### src/rtl/bp_pkg.sv
// Shared types and helpers for the branch predictor blocks: FSM state
// encoding, default geometry and saturating counter arithmetic.
package bp_pkg;

    localparam int DEF_XLEN = 32;
    localparam int DEF_SETS = 4;
    localparam int IDX_W    = $clog2(DEF_SETS);
    localparam int TAG_W    = DEF_XLEN - 2 - IDX_W;

    typedef enum logic {
        IDLE  = 1'b0,
        FLUSH = 1'b1
    } fsm_e;

    // Increment v, holding at the all-ones value of a w-bit field.
    function automatic logic [31:0] sat_inc(input logic [31:0] v, input int w);
        logic [31:0] max_v;
        max_v = (32'd1 << w) - 32'd1;
        return (v >= max_v) ? max_v : v + 32'd1;
    endfunction

    // Decrement v, holding at zero.
    function automatic logic [31:0] sat_dec(input logic [31:0] v);
        return (v == 32'd0) ? 32'd0 : v - 32'd1;
    endfunction

    // Weakly-taken / weakly-not-taken starting point for a w-bit counter.
    function automatic logic [31:0] ctr_init(input logic taken, input int w);
        logic [31:0] half;
        half = 32'd1 << (w - 1);
        return taken ? half : half - 32'd1;
    endfunction

endpackage

### src/rtl/btb_victim_sel.sv
// Replacement choice for one set: lowest-index invalid way, otherwise the
// oldest way with ties resolved toward the lowest index.
module btb_victim_sel #(
    parameter int WAYS     = 2,
    parameter int AGE_BITS = 4,
    parameter int WW       = (WAYS > 1) ? $clog2(WAYS) : 1
) (
    input  logic [WAYS-1:0]          valid,
    input  logic [WAYS*AGE_BITS-1:0] ages,
    output logic [WW-1:0]            victim
);

    logic                found;
    logic [AGE_BITS-1:0] best;

    // Scan ways in ascending order; strict compare keeps the lowest index on ties.
    always_comb begin
        victim = '0;
        found  = 1'b0;
        best   = '0;
        for (int w = 0; w < WAYS; w++) begin
            if (!valid[w] && !found) begin
                victim = WW'(w);
                found  = 1'b1;
            end
        end
        if (!found) begin
            best = ages[0 +: AGE_BITS];
            for (int w = 1; w < WAYS; w++) begin
                if (ages[w*AGE_BITS +: AGE_BITS] > best) begin
                    best   = ages[w*AGE_BITS +: AGE_BITS];
                    victim = WW'(w);
                end
            end
        end
    end

endmodule

### src/rtl/btb_sa.sv
// Set-associative branch target buffer: combinational lookup for fetch,
// one resolved-branch update per cycle from EX, age-based replacement and
// a set-by-set flush sequencer.
module btb_sa
    import bp_pkg::*;
#(
    parameter int XLEN     = 32,
    parameter int SETS     = 4,
    parameter int WAYS     = 2,
    parameter int CTR_BITS = 2,
    parameter int AGE_BITS = 4
) (
    input  logic            clk,
    input  logic            rst,
    input  logic            flush_i,
    output logic            busy_o,
    input  logic [XLEN-1:0] lk_pc,
    output logic            lk_hit,
    output logic            lk_taken,
    output logic [XLEN-1:0] lk_target,
    input  logic            up_valid,
    input  logic [XLEN-1:0] up_pc,
    input  logic            up_taken,
    input  logic [XLEN-1:0] up_target
);

    localparam int IW = $clog2(SETS);
    localparam int TW = XLEN - 2 - IW;
    localparam int WW = (WAYS > 1) ? $clog2(WAYS) : 1;

    logic                valid  [SETS][WAYS];
    logic [TW-1:0]       tag    [SETS][WAYS];
    logic [XLEN-1:0]     target [SETS][WAYS];
    logic [CTR_BITS-1:0] ctr    [SETS][WAYS];
    logic [AGE_BITS-1:0] age    [SETS][WAYS];
    logic [AGE_BITS-1:0] age_inc[SETS][WAYS];

    fsm_e          state;
    logic [IW-1:0] fk;
    logic          busy;

    logic [IW-1:0]   lidx, uidx;
    logic [TW-1:0]   ltag, utag;
    logic [WAYS-1:0] lhit_way;
    logic            uhit;
    logic [WW-1:0]   uhit_idx, victim, uway;
    logic            upd_en;
    logic [WAYS-1:0] vvalid;
    logic [WAYS*AGE_BITS-1:0] vages;
    logic [CTR_BITS-1:0] ctr_new;
    logic [31:0]     c_tmp, a_tmp;

    assign busy   = (state == FLUSH);
    assign busy_o = busy;
    assign lidx   = lk_pc[2 +: IW];
    assign ltag   = lk_pc[XLEN-1 -: TW];
    assign uidx   = up_pc[2 +: IW];
    assign utag   = up_pc[XLEN-1 -: TW];
    // A flush request in the same cycle takes priority over the update.
    assign upd_en = up_valid && !busy && !flush_i;
    assign uway   = uhit ? uhit_idx : victim;

    // Fetch-side lookup; all outputs forced to zero while flushing.
    always_comb begin
        lhit_way  = '0;
        lk_hit    = 1'b0;
        lk_taken  = 1'b0;
        lk_target = '0;
        for (int w = 0; w < WAYS; w++) begin
            if (!busy && valid[lidx][w] && tag[lidx][w] == ltag) begin
                lhit_way[w] = 1'b1;
                lk_hit      = 1'b1;
                lk_taken    = ctr[lidx][w][CTR_BITS-1];
                lk_target   = target[lidx][w];
            end
        end
    end

    // Update-side tag match and replacement inputs for the indexed set.
    always_comb begin
        uhit     = 1'b0;
        uhit_idx = '0;
        vvalid   = '0;
        vages    = '0;
        for (int w = 0; w < WAYS; w++) begin
            vvalid[w] = valid[uidx][w];
            vages[w*AGE_BITS +: AGE_BITS] = age[uidx][w];
            if (valid[uidx][w] && tag[uidx][w] == utag) begin
                uhit     = 1'b1;
                uhit_idx = WW'(w);
            end
        end
    end

    btb_victim_sel #(
        .WAYS     (WAYS),
        .AGE_BITS (AGE_BITS),
        .WW       (WW)
    ) u_victim (
        .valid  (vvalid),
        .ages   (vages),
        .victim (victim)
    );

    // Next counter value for the written entry: train on hit, seed on allocate.
    always_comb begin
        if (!uhit)
            c_tmp = ctr_init(up_taken, CTR_BITS);
        else if (up_taken)
            c_tmp = sat_inc(32'(ctr[uidx][uway]), CTR_BITS);
        else
            c_tmp = sat_dec(32'(ctr[uidx][uway]));
        ctr_new = c_tmp[CTR_BITS-1:0];
    end

    // Saturating age increment for every entry.
    always_comb begin
        a_tmp = '0;
        for (int s = 0; s < SETS; s++) begin
            for (int w = 0; w < WAYS; w++) begin
                a_tmp         = sat_inc(32'(age[s][w]), AGE_BITS);
                age_inc[s][w] = a_tmp[AGE_BITS-1:0];
            end
        end
    end

    // Flush sequencer: walks fk over all sets; a new request restarts at set 0.
    always_ff @(posedge clk) begin
        if (rst) begin
            state <= IDLE;
            fk    <= '0;
        end else if (flush_i) begin
            state <= FLUSH;
            fk    <= '0;
        end else if (state == FLUSH) begin
            if (fk == IW'(SETS - 1))
                state <= IDLE;
            fk <= fk + 1'b1;
        end
    end

    // Entry array: flush clearing, update/allocate, and per-entry aging.
    always_ff @(posedge clk) begin
        if (rst) begin
            for (int s = 0; s < SETS; s++) begin
                for (int w = 0; w < WAYS; w++) begin
                    valid[s][w]  <= 1'b0;
                    tag[s][w]    <= '0;
                    target[s][w] <= '0;
                    ctr[s][w]    <= '0;
                    age[s][w]    <= '0;
                end
            end
        end else begin
            for (int s = 0; s < SETS; s++) begin
                for (int w = 0; w < WAYS; w++) begin
                    if (busy && fk == IW'(s)) begin
                        valid[s][w] <= 1'b0;
                        age[s][w]   <= '0;
                    end else if (upd_en && uidx == IW'(s) && uway == WW'(w)) begin
                        ctr[s][w] <= ctr_new;
                        age[s][w] <= '0;
                        if (!uhit) begin
                            valid[s][w]  <= 1'b1;
                            tag[s][w]    <= utag;
                            target[s][w] <= up_target;
                        end else if (up_taken) begin
                            target[s][w] <= up_target;
                        end
                    end else if (valid[s][w]) begin
                        if (lhit_way[w] && lidx == IW'(s))
                            age[s][w] <= '0;
                        else
                            age[s][w] <= age_inc[s][w];
                    end
                end
            end
        end
    end

endmodule

### config.mk
export PLATFORM = sky130hd
export DESIGN_NAME = btb_sa
export DESIGN_NICKNAME = d
export VERILOG_FILES = /design/src/rtl/bp_pkg.sv /design/src/rtl/btb_victim_sel.sv /design/src/rtl/btb_sa.sv
export SDC_FILE = /design/constraint.sdc
export NUM_CORES = 1
export LEC_CHECK = 0
export ABC_AREA = 1
export CAP_MARGIN = 20
export CORE_ASPECT_RATIO = 1.75
export CORE_MARGIN = 4
export CORE_UTILIZATION = 58
export DETAILED_ROUTE_END_ITERATION = 8
export PLACE_DENSITY = 0.77
export SYNTH_ARGS = -nofsm -noshare
export SYNTH_HDL_FRONTEND = slang
export SYNTH_SLANG_ARGS = --single-unit
### constraint.sdc
create_clock -name clk -period 15.3 [get_ports clk]
set_clock_uncertainty 0.1 [all_clocks]
set_input_delay 3.06 -clock clk [delete_from_list [all_inputs] [get_ports clk]]
set_output_delay 3.06 -clock clk [all_outputs]
set_load 0.1 [all_outputs]
==> results.json <==
{
  "outcome": "finished, final reports clean",
  "yosysTopAreaCellShare": 0.577,
  "synth-seq-cells": 539,
  "cap_violations": 0,
  "htreeDepth": 2,
  "area_growth_pct": 11.9,
  "nets": 3205,
  "startpoint_type": "input pin",
  "finalMaxSlewViolations": 0,
  "grt_antenna_before_repair": 1,
  "fin_crit_sh": 0.791,
  "holdBufCountCts": 0,
  "critPathMaxFanout": 55,
  "fmax_mhz": 82.7,
  "grt_overflow": 0,
  "netlist_instances": 3004,
  "cts_buffers": 49,
  "worstPathRequired_ps": 12140,
  "ios": 136,
  "postSynthAreaPerCell_um2": 9.18,
  "regToRegSetupSlack_ps": 11090,
  "layout-drive-gt1-share": 0.0588,
  "max-vdd-ir-drop_uv": 109,
  "layout_min_cycle_time_ps": 12100,
  "p_sw_mw": 0.867,
  "p_sw_frac": 0.263,
  "worst_setup_hold_path_clk_slew_ps": 60,
  "hold_ws_ps": 404,
  "placed_cells": 3625,
  "power_frac_comb": 0.117,
  "ctsResizeCount": 0,
  "start_util": 0.587,
  "drtAntennaViolNets": 0,
  "cts_root_buffer": "clkbuf_16",
  "via_count": 23401,
  "finalSetupTns_ps": 0,
  "setup_ws_ps": 3200,
  "firstDrtPassIters": 8,
  "placementRows": 105,
  "synth_area_leaders": "edfxtp_1, nand2_1, nor2_1",
  "intPower_mw": 2.43,
  "fp.dieW_um": 173,
  "final_cell_count_no_fill": 3716,
  "hold_viol_final": 0,
  "synthDistinctLibCells": 48,
  "post-route-drc-count": 0,
  "synthArstFlopShare": 0,
  "numPortBuffers": 131,
  "relSlewSlack": 0.273,
  "synth_nets": 3121,
  "synth_edf_count": 530,
  "crit_type": "in2out",
  "via_per_inst": 6.30,
  "power_frac_seq": 0.523,
  "p_per_area_nw_per_um2": 107,
  "rsz0062_at_grt": "no",
  "die_area_um2": 51300,
  "worst_slew_pin_slew_ps": 1090,
  "p_clk_frac": 0.361,
  "grt_usage": 0.356,
  "arrival_ps": 8940,
  "setup-violations-final": 0,
  "utilization": 0.656,
  "synth_top_flop_cell": "edfxtp_1",
  "routed_wl_um": 93000,
  "grt_pass1_wl_um": 138000,
  "dp_hpwl_um": 60000,
  "wl_per_cell_um": 25.0,
  "grt_pass1_vias": 23628,
  "synthesis.area_um2": 27600,
  "hold_class": "reg2reg",
  "critPathCaptureType": "primary output",
  "yosysWarnings": 0,
  "cts_sinks": 539,
  "grt_max_degree": 123,
  "core_um2": 47000,
  "cts_setup_buffers": 0,
  "cts_tree": "built",
  "yosysTopAreaCell": "edfxtp_1",
  "yosysSeqAreaShare": 0.583,
  "clock_latency_ps": 610,
  "die_h_um": 297,
  "pre_cts_slack_ps": 3350,
  "p_leak_nw": 13.1,
  "drtIter0Drc": 2698,
  "place.gp.congestion": 1.08,
  "clockBufferDepth": 3
}
[cell type report]
| cell class | instances | area, um^2 |
|---|---|---|
| Timing Repair Buffer | 169 | 1600 |
| Clock inverter | 32 | 244 |
| Sequential cell | 539 | 16100 |
| Tap cell | 588 | 736 |
| Multi-Input combinational cell | 2105 | 10100 |
| Antenna cell | 1 | 2.50 |
| Inverter | 224 | 846 |
| Clock buffer | 58 | 1260 |
| Fill cell | 3772 | 16200 |
[power groups by stage]
| stage | Clock (mW) | Combinational (mW) | Sequential, mW |
|---|---|---|---|
| floorplan | 0 | 0.219 | 1.74 |
| global placement | 0 | 0.366 | 1.74 |
| detailed placement | 0 | 0.374 | 1.75 |
| CTS | 1.19 | 0.376 | 1.72 |
| global route | 1.25 | 0.410 | 1.73 |
| finish | 1.19 | 0.384 | 1.72 |
[logic make-up (layout without fill, tap and decap cells)]
logic type / Yosys count / count (layout) / share of synthesized area
flops: 539 / 539 / 0.583
simple gates: 1624 / 1624 / 0.238
fa+ha+maj: 16 / 16 / 0.00726
other cells: 0 / 1 / 0
compound gates: 438 / 438 / 0.108
buf+inv: 360 / 483 / 0.0554
xor+xnor: 27 / 27 / 0.00857
[synth_stat cells (all sizes together), types with 2 or more instances]
cell type and number:
o22ai 13, clkbuf 58, o2111ai 3, nand2 1010, nor3 11, buf 78
a21o 2, a22oi 128, nand3 143, nor2 398, xor2 23, and3 17
nand4 35, a31oi 3, clkinv 7, nand3b 3, o221ai 3, a21oi 73
nor3b 2, xnor2 4, or2 2, inv 217, a22o 66, dfxtp 9
a31o 18, a221oi 7, o21ai 100, and2 3, o211ai 19, ha 16
edfxtp 530
[state kept, by name, summed over array words and instances, names as in the netlist]
register / flops
target: 256
valid: 8
ctr: 16
tag: 224
fk: 2
age: 32
busy_o: 1
[metrics by stage]
step                power, mW  instance area, um^2
global route             3.38                30900
finish                   3.29                30900
floorplan                1.96                27600
global placement         2.11                29400
CTS                      3.28                30900
detailed placement       2.12                29400
[worst max-delay path, cell delays in order]
cell and delay, ps:
clkdlybuf4s50_1 610, nand2_1 400, inv_4 750, a22oi_1 220, nand2_1 240, nor2_1 70, nor3_1 180, nand2_1 70
nor2_1 320, nand2_1 150, nor2_2 150, buf_4 340, inv_1 480, o21ai_0 630, clkdlybuf4s50_1 1250
[final timing paths]
path	from	end	depth (start not counted)
max	lk_pc[2]	lk_target[7]	15
min	fk[0]$_SDFFE_PP0P_	fk[0]$_SDFFE_PP0P_	2
max reg2reg	age[1][5]$_SDFFCE_PN0P_	target[0][12]$_DFFE_PP_	17
min reg2reg	fk[0]$_SDFFE_PP0P_	fk[0]$_SDFFE_PP0P_	2
[routing by layer]
layer / part of all wire / GRT usage
met2: 0.51 / 0.643
met3: 0.086 / 0.0623
met4: 0.094 / 0.278
met1: 0.31 / 0.365
met5: 0 / 0
[layout by cell type (no fill, tap or decap), types with 49 or more instances in the layout]
cell type,n
nand3_1,140
inv_1,199
clkdlybuf4s50_1,129
edfxtp_1,530
o21ai_0,88
a22oi_1,128
a22o_1,66
a21oi_1,73
clkbuf_16,49
nand2_1,1003
nor2_1,383
(Power assumes the default switching activity.)
